===== src/rtl/enemy_pkg.sv =====
// rtl/enemy_pkg.sv - shared types and defaults for the enemy hit manager
package enemy_pkg;

    typedef enum logic [1:0] {
        S_IDLE,
        S_SCAN,
        S_DONE
    } scan_state_t;

    localparam int COORD_W_DEF = 10;
    localparam int BOX_W_DEF   = 32;
    localparam int BOX_H_DEF   = 32;
    localparam int KILL_CNT_W  = 16;

endpackage


===== src/rtl/box_hit_vec.sv =====
// rtl/box_hit_vec.sv - one hitbox tested against a vector of points (combinational)
module box_hit_vec
    import enemy_pkg::*;
#(
    parameter int BULLET_COUNT = 8,
    parameter int COORD_W      = COORD_W_DEF,
    parameter int BOX_W        = BOX_W_DEF,
    parameter int BOX_H        = BOX_H_DEF
) (
    input  logic [COORD_W-1:0]              box_x,
    input  logic [COORD_W-1:0]              box_y,
    input  logic [COORD_W*BULLET_COUNT-1:0] pt_x_flat,
    input  logic [COORD_W*BULLET_COUNT-1:0] pt_y_flat,
    output logic [BULLET_COUNT-1:0]         overlap
);

    // One extra bit keeps boxes near the right/bottom edge from wrapping.
    logic [COORD_W:0] x_end;
    logic [COORD_W:0] y_end;

    assign x_end = {1'b0, box_x} + (COORD_W+1)'(BOX_W);
    assign y_end = {1'b0, box_y} + (COORD_W+1)'(BOX_H);

    always_comb begin
        overlap = '0;
        for (int b = 0; b < BULLET_COUNT; b++) begin
            overlap[b] = (pt_x_flat[b*COORD_W +: COORD_W] >= box_x)
                      && ({1'b0, pt_x_flat[b*COORD_W +: COORD_W]} < x_end)
                      && (pt_y_flat[b*COORD_W +: COORD_W] >= box_y)
                      && ({1'b0, pt_y_flat[b*COORD_W +: COORD_W]} < y_end);
        end
    end

endmodule


===== src/rtl/enemy_hit_manager.sv =====
// rtl/enemy_hit_manager.sv - per-frame bullet/enemy hit scan with per-enemy HP
// Optional KILL_COUNTER_EN: implements the saturating kill_count register.
module enemy_hit_manager
    import enemy_pkg::*;
#(
    parameter int ENEMY_COUNT  = 23,
    parameter int BULLET_COUNT = 8,
    parameter int COORD_W      = COORD_W_DEF,
    parameter int BOX_W        = BOX_W_DEF,
    parameter int BOX_H        = BOX_H_DEF,
    parameter int HP_W         = 2,
    parameter int GROUP_COUNT  = 3,
    parameter int GID_W        = 2
) (
    input  logic                            clk25,
    input  logic                            rst_n,
    input  logic                            frame_start,
    input  logic [COORD_W*BULLET_COUNT-1:0] bullet_x_flat,
    input  logic [COORD_W*BULLET_COUNT-1:0] bullet_y_flat,
    input  logic [BULLET_COUNT-1:0]         bullet_active_flat,
    input  logic [COORD_W*ENEMY_COUNT-1:0]  enemy_x_flat,
    input  logic [COORD_W*ENEMY_COUNT-1:0]  enemy_y_flat,
    input  logic [GID_W*ENEMY_COUNT-1:0]    enemy_gid_flat,
    input  logic [GROUP_COUNT-1:0]          group_reset,
    input  logic [HP_W*GROUP_COUNT-1:0]     group_hp_flat,
    output logic [BULLET_COUNT-1:0]         bullet_hit,
    output logic [ENEMY_COUNT-1:0]          enemy_alive,
    output logic                            kill_pulse,
    output logic [KILL_CNT_W-1:0]           kill_count,
    output logic                            scan_busy,
    output logic                            scan_done
);

    localparam int IDX_W = $clog2(ENEMY_COUNT);

    scan_state_t                     state;
    logic [IDX_W-1:0]                idx;
    logic [COORD_W*BULLET_COUNT-1:0] snap_x;
    logic [COORD_W*BULLET_COUNT-1:0] snap_y;
    logic [BULLET_COUNT-1:0]         snap_act;
    logic [BULLET_COUNT-1:0]         consumed;
    logic [HP_W-1:0]                 hp      [ENEMY_COUNT];
    logic [HP_W-1:0]                 hp_next [ENEMY_COUNT];
    logic                            grp_load [ENEMY_COUNT];
    logic [COORD_W-1:0]              cur_x;
    logic [COORD_W-1:0]              cur_y;
    logic [BULLET_COUNT-1:0]         overlap;
    logic [BULLET_COUNT-1:0]         new_hits;
    logic                            scan_hit;
    logic                            kill_now;

    assign cur_x = enemy_x_flat[idx*COORD_W +: COORD_W];
    assign cur_y = enemy_y_flat[idx*COORD_W +: COORD_W];

    box_hit_vec #(
        .BULLET_COUNT(BULLET_COUNT),
        .COORD_W     (COORD_W),
        .BOX_W       (BOX_W),
        .BOX_H       (BOX_H)
    ) u_box_hit_vec (
        .box_x    (cur_x),
        .box_y    (cur_y),
        .pt_x_flat(snap_x),
        .pt_y_flat(snap_y),
        .overlap  (overlap)
    );

    assign new_hits = (state == S_SCAN && hp[idx] != '0) ? (overlap & snap_act & ~consumed) : '0;
    assign scan_hit = |new_hits;

    always_comb begin
        for (int i = 0; i < ENEMY_COUNT; i++) begin
            grp_load[i] = 1'b0;
            for (int g = 0; g < GROUP_COUNT; g++) begin
                if (group_reset[g] && enemy_gid_flat[i*GID_W +: GID_W] == GID_W'(g))
                    grp_load[i] = 1'b1;
            end
        end
    end

    // A group reload overrides a same-cycle decrement and suppresses its kill.
    always_comb begin
        kill_now = 1'b0;
        for (int i = 0; i < ENEMY_COUNT; i++) begin
            hp_next[i] = hp[i];
            if (scan_hit && idx == IDX_W'(i)) begin
                hp_next[i] = hp[i] - HP_W'(1);
                kill_now   = (hp[i] == HP_W'(1));
            end
            if (grp_load[i]) begin
                hp_next[i] = group_hp_flat[int'(enemy_gid_flat[i*GID_W +: GID_W])*HP_W +: HP_W];
                if (idx == IDX_W'(i))
                    kill_now = 1'b0;
            end
        end
    end

    always_ff @(posedge clk25 or negedge rst_n) begin
        if (!rst_n) begin
            state       <= S_IDLE;
            idx         <= '0;
            snap_x      <= '0;
            snap_y      <= '0;
            snap_act    <= '0;
            consumed    <= '0;
            bullet_hit  <= '0;
            enemy_alive <= '0;
            kill_pulse  <= 1'b0;
            scan_busy   <= 1'b0;
            scan_done   <= 1'b0;
            for (int i = 0; i < ENEMY_COUNT; i++)
                hp[i] <= '0;
        end else begin
            for (int i = 0; i < ENEMY_COUNT; i++) begin
                hp[i]          <= hp_next[i];
                enemy_alive[i] <= (hp_next[i] != '0);
            end
            kill_pulse <= kill_now;
            bullet_hit <= '0;
            scan_done  <= 1'b0;
            case (state)
                S_IDLE: begin
                    if (frame_start) begin
                        snap_x    <= bullet_x_flat;
                        snap_y    <= bullet_y_flat;
                        snap_act  <= bullet_active_flat;
                        consumed  <= '0;
                        idx       <= '0;
                        scan_busy <= 1'b1;
                        state     <= S_SCAN;
                    end
                end
                S_SCAN: begin
                    consumed <= consumed | new_hits;
                    if (idx == IDX_W'(ENEMY_COUNT-1)) begin
                        bullet_hit <= consumed | new_hits;
                        scan_done  <= 1'b1;
                        state      <= S_DONE;
                    end else begin
                        idx <= idx + IDX_W'(1);
                    end
                end
                S_DONE: begin
                    scan_busy <= 1'b0;
                    state     <= S_IDLE;
                end
                default: state <= S_IDLE;
            endcase
        end
    end

`ifdef KILL_COUNTER_EN
    logic [KILL_CNT_W-1:0] kill_cnt_q;

    always_ff @(posedge clk25 or negedge rst_n) begin
        if (!rst_n)
            kill_cnt_q <= '0;
        else if (kill_now && kill_cnt_q != '1)
            kill_cnt_q <= kill_cnt_q + KILL_CNT_W'(1);
    end

    assign kill_count = kill_cnt_q;
`else
    assign kill_count = '0;
`endif

endmodule


===== config.mk =====
export PLATFORM = sky130hd
export DESIGN_NAME = enemy_hit_manager
export DESIGN_NICKNAME = d
export VERILOG_FILES = /design/src/rtl/enemy_pkg.sv /design/src/rtl/box_hit_vec.sv /design/src/rtl/enemy_hit_manager.sv
export SDC_FILE = /design/constraint.sdc
export NUM_CORES = 1
export LEC_CHECK = 0
export ABC_AREA = 1
export CORE_AREA = 5 5 284 286
export DETAILED_ROUTE_END_ITERATION = 8
export DIE_AREA = 0 0 289 291
export DONT_BUFFER_PORTS = 1
export PLACE_DENSITY_LB_ADDON = 0.08
export RECOVER_POWER = 100
export SYNTH_ARGS = -nofsm -noshare
export SYNTH_HDL_FRONTEND = slang
export SYNTH_SLANG_ARGS = --single-unit
export TNS_END_PERCENT = 30

===== constraint.sdc =====
create_clock -name clk25 -period 14.2 [get_ports clk25]
set_clock_uncertainty 0.1 [all_clocks]
set_input_delay 1.42 -clock clk25 [delete_from_list [all_inputs] [get_ports clk25]]
set_output_delay 1.42 -clock clk25 [all_outputs]
set_load 0.01 [all_outputs]

# Word level (Yosys, flattened, before mapping)
# Cells that the tools add are included.
# word_totals
word_cells,596
reg_bits,263
# classes
mux,202
shifts,25
order_cmp,33
eq_ne,96
bitwise_logic,5
reduce_logical,174
n_mul,1
add_sub_neg,26
# op_table
cell,n
$shiftx 230x10->10,2
$lt 10x11->1,16
$ge 10x10->1,16
$mux 1,141
$shiftx 6x4->2,23
$logic_and 1x1->1,117
$mux 2,50
$eq 2x1->1 const B,47
$reduce_bool 2->1,26
$eq 2x2->1 const B,24
$logic_not 2->1,24
$sub 2x1->2 const B,23
$eq 5x4->1 const B,8
$eq 5x5->1 const B,7
$mux 8,4
$add 10x6->11 const B,2
$eq 5x3->1 const B,4
$and 8x8->8,2
$pmux 8 s2,1
$bmux 2 s5,1
$eq 5x2->1 const B,2
$mux 5,2
$pmux 5 s2,1
$mul 5x3->8 const B,1
14 further kinds,18

# Longest topological paths before layout
# logic_depth
depth_word,81
mapped_depth,42
mapped_depth_nobuf,36

# Cells and area by module
# Synthesis repeated with hierarchy kept, for this count alone.
# unflattened
cells_unflattened,3642
hier_area_um2,23871.6
# by_module_without_submodules
mod,area_per_inst_um2,n_inst,cells_per_inst
enemy_hit_manager,16928.7,1,2494
box_hit_vec,6942.9,1,1148

# Worst setup path before layout
# OpenSTA, ideal clock, no wires.
# synth_path
path_kind,input to register
start,in enemy_y_flat[216]
end,reg enemy_alive[17]
path_stages,29
path_buffers,1
arrival_ps,4816
required_ps,13976
slack_ps,9160
cell_sequence,or2_2 a22oi_1 o211ai_1 o21ai_1 inv_1 ha_1 inv_1 ha_1 inv_1 nor2_1 a221oi_1 o21ai_0 nand3_1 nand2_1 a21o_1 nand2_1 nand2_1 nor2_1 nand2_1 nand2_1 nor2_1 nand2_2 buf_6 inv_4 nor2_2 inv_2 o21ai_2 o21ai_2 or2_1
# synth_lines
element,line,rtl
start: declaration,enemy_hit_manager.sv:22,"input logic [COORD_W*ENEMY_COUNT-1:0] enemy_y_flat,"
end signal: indexed assignment,enemy_hit_manager.sv:116,enemy_alive[i] <= (hp_next[i] != '0);
end: declaration,enemy_hit_manager.sv:27,"output logic [ENEMY_COUNT-1:0] enemy_alive,"

==> qor.yml <==
status: "finished with violations"
failed_checks: "capacitance limit, slew limit"
ys_seq_elements: 263
post_cts_resized: 0
ys_seq_area_frac: 0.287
htree_levels: 2
avgSynthCellArea_um2: 6.87
placed_area_um2: 23700
grtUsageTotal: 0.241
power_mw: 7.72
power.static_leakage_nw: 12.2
wire_per_inst_um: 24.8
path_max_fanout: 77
clock_sinks: 263
num-nets-final: 4213
final_hold_viol_count: 0
synth_area_leaders: "dfrtp_1, nand2_1, ha_1, o21ai_0, nor2_1"
die_y_um: 291
start_kind: "register"
synth_area_um2: 22900
pwr_density_cell_nw_per_um2: 309
met2_usage: 0.405
arrival_ns: 10.75
synth.distinct_cells: 56
clockBufferDepth: 3
max_clock_freq_mhz: 96.1
grt_pass1_wl_mm: 152
die_area_um2: 84100
cts_inserted_buffers: 38
drive_gt1_frac: 0.0410
synth.most_common_cell: "nand2_1"
synth_common_cells: "nand2_1, nor2_1, o21ai_0"
async_flop_share: 1.00
busiest_layer: "met2"
antenna_left: 0
port_buffers: 0
clk_pin_slew_worst_paths_ns: 0.05
drt-vias-per-instance: 5.39
regToRegSetupSlack_ns: 3.80
drtIter0Drc: 1813
yosysWarningCount: 0
dp_hpwl_mm: 83.6
antenna_found_initial: 13
worstPathRequired_ns: 14.55
grt_pass1_vias: 23000
finalSetupViolations: 0
synth_edf_count: 0
ys.flop_type: "dfrtp_1"
period_needed_ns: 10.40
drcViolationCount: 0
grt_max_degree: 264
cts_setup_buffers: 0
tightest_slew_ns: 4.68
rows: 103
cts_tree: "done"
rsz0062_at_grt: "false"
grt_overflow: 0
ir_drop_mv: 0.0982
grt.met1_usage: 0.313
max-slew-margin-rel: -2.12
path_class: "register to register"
postSynthCellCount: 3335
max_cap_viol_count: 5
synthToLayoutAreaGrowth_pct: 9.02
ctsHoldBuffers: 0
hold_class: "register to register"
final_area_um2: 25000
fp.coreArea_um2: 78100
yosysTopAreaCell: "dfrtp_1"
fin_crit_sh: 0.733
hold_ws_ns: 0.379
use_met3: 0.0493
place.gp.congestion: 0.888
finalSetupTns_ns: 0
die_w_um: 289
maxSlewViolCount: 424
crit_path_end_kind: "register"
vias: 23400
insertion_delay_ns: 0.58
ios: 736
dr.pass1.iters: 8
routed_wl_mm: 108
synth.top_cell.area_share: 0.287
cts_root_buffer: "clkbuf_16"
start_util: 0.294
-- metal layers --
metal | part of all wire | vias up
li1 | - | 11100
met1 | 0.43 | 11200
met2 | 0.47 | 889
met3 | 0.071 | 157
met4 | 0.028 | 10
met5 | 0.00070 | -
-- flip-flops by register name, summed over array words and instances, names as in the netlist --
| signal | count |
|---|---|
| snap_y | 80 |
| enemy_alive | 23 |
| snap_act | 8 |
| consumed | 8 |
| hp | 46 |
| kill_pulse | 1 |
| bullet_hit | 8 |
| state | 2 |
| scan_done | 1 |
| snap_x | 80 |
| scan_busy | 1 |
| idx | 5 |
-- kinds of logic after synthesis --
| group | synth area share |
|---|---|
| AO/OA/AOI/OAI | 0.213 |
| XOR/XNOR | 0.00306 |
| adder cells (fa/ha/maj) | 0.143 |
| buffers and inverters | 0.0817 |
| flip-flops | 0.287 |
| multiplexers | 0.000873 |
| other | 0.000164 |
| AND/OR/NAND/NOR | 0.271 |
-- worst max-delay path, stage by stage, from the launching register on --
cell and delay, ns:
dfrtp_4 0.71, clkinvlp_2 0.74, buf_4 0.62, clkbuf_1 2.44, o21ai_0 0.19, o21ai_0 0.56
nand2_1 0.11, o211ai_1 0.18, o21ai_0 0.17, clkbuf_1 0.42, nor2_1 0.28, nand2_1 0.09
xnor2_1 0.72, ha_1 0.39, a21oi_1 0.15, nand2_1 0.07, a21o_1 0.16, nand2_1 0.07
nand3_1 0.08, nor2_1 0.13, nand2_1 0.07, nand2_1 0.06, nor2_1 0.05, nand2_2 0.68
nand3_1 0.28, o21ai_0 0.24, o21ai_0 0.14, or2_0 0.28
-- per-stage QoR --
step	utilization	instances	setup slack, ns
floorplan	-	3350	9.16
global placement	0.304	4275	6.75
detailed placement	0.304	4275	6.48
CTS	0.320	4341	6.50
global route	0.320	4346	3.06
finish	0.320	4347	3.80
-- final timing paths --
path | endpoint | cells after the start | startpoint
worst max-delay path | enemy_alive[0]$_DFF_PN0_ | 27 | idx[0]$_DFFE_PN0P_
worst min-delay path | snap_y[52]$_DFFE_PN0P_ | 2 | snap_y[52]$_DFFE_PN0P_
max in group asynchronous | snap_y[57]$_DFFE_PN0P_ | 0 | rst_n
min in group asynchronous | enemy_alive[10]$_DFF_PN0_ | 0 | rst_n
worst min register to register | snap_y[52]$_DFFE_PN0P_ | 2 | snap_y[52]$_DFFE_PN0P_
worst max register to register | enemy_alive[0]$_DFF_PN0_ | 27 | idx[0]$_DFFE_PN0P_
-- layout by cell type, fill, tap and decap left out, drive strengths merged, types with 10 or more instances in the layout --
cell type / instances
a21o: 14
a2bb2oi: 17
conb: 16
o31ai: 10
ha: 262
nor2: 360
nand2: 953
o21bai: 12
buf: 28
o21ai: 377
o22ai: 37
clkbuf: 54
nor3: 58
dfrtp: 263
a21oi: 177
clkinv: 15
a31oi: 15
nand4: 25
nand3: 108
a221oi: 18
or2: 26
o311ai: 13
o221ai: 14
inv: 268
a22oi: 76
-- report_power, final --
| group | switching, mW | internal, mW | total (mW) |
|---|---|---|---|
| clock | 0.403 | 0.596 | 0.999 |
| sequential | 0.298 | 1.04 | 1.34 |
| combinational | 3.54 | 1.84 | 5.38 |
| total | 4.24 | 3.48 | 7.72 |
-- area by class of cell --
class,count,area (µm²)
Sequential cell,263,6590
Antenna cell,6,15.0
Fill cell,8546,53100
Multi-Input combinational cell,2653,14500
Clock buffer,48,1040
Clock inverter,18,234
Timing Repair Buffer,34,233
Inverter,275,1040
Tap cell,1050,1310
Power figures use the tool's default switching activity.
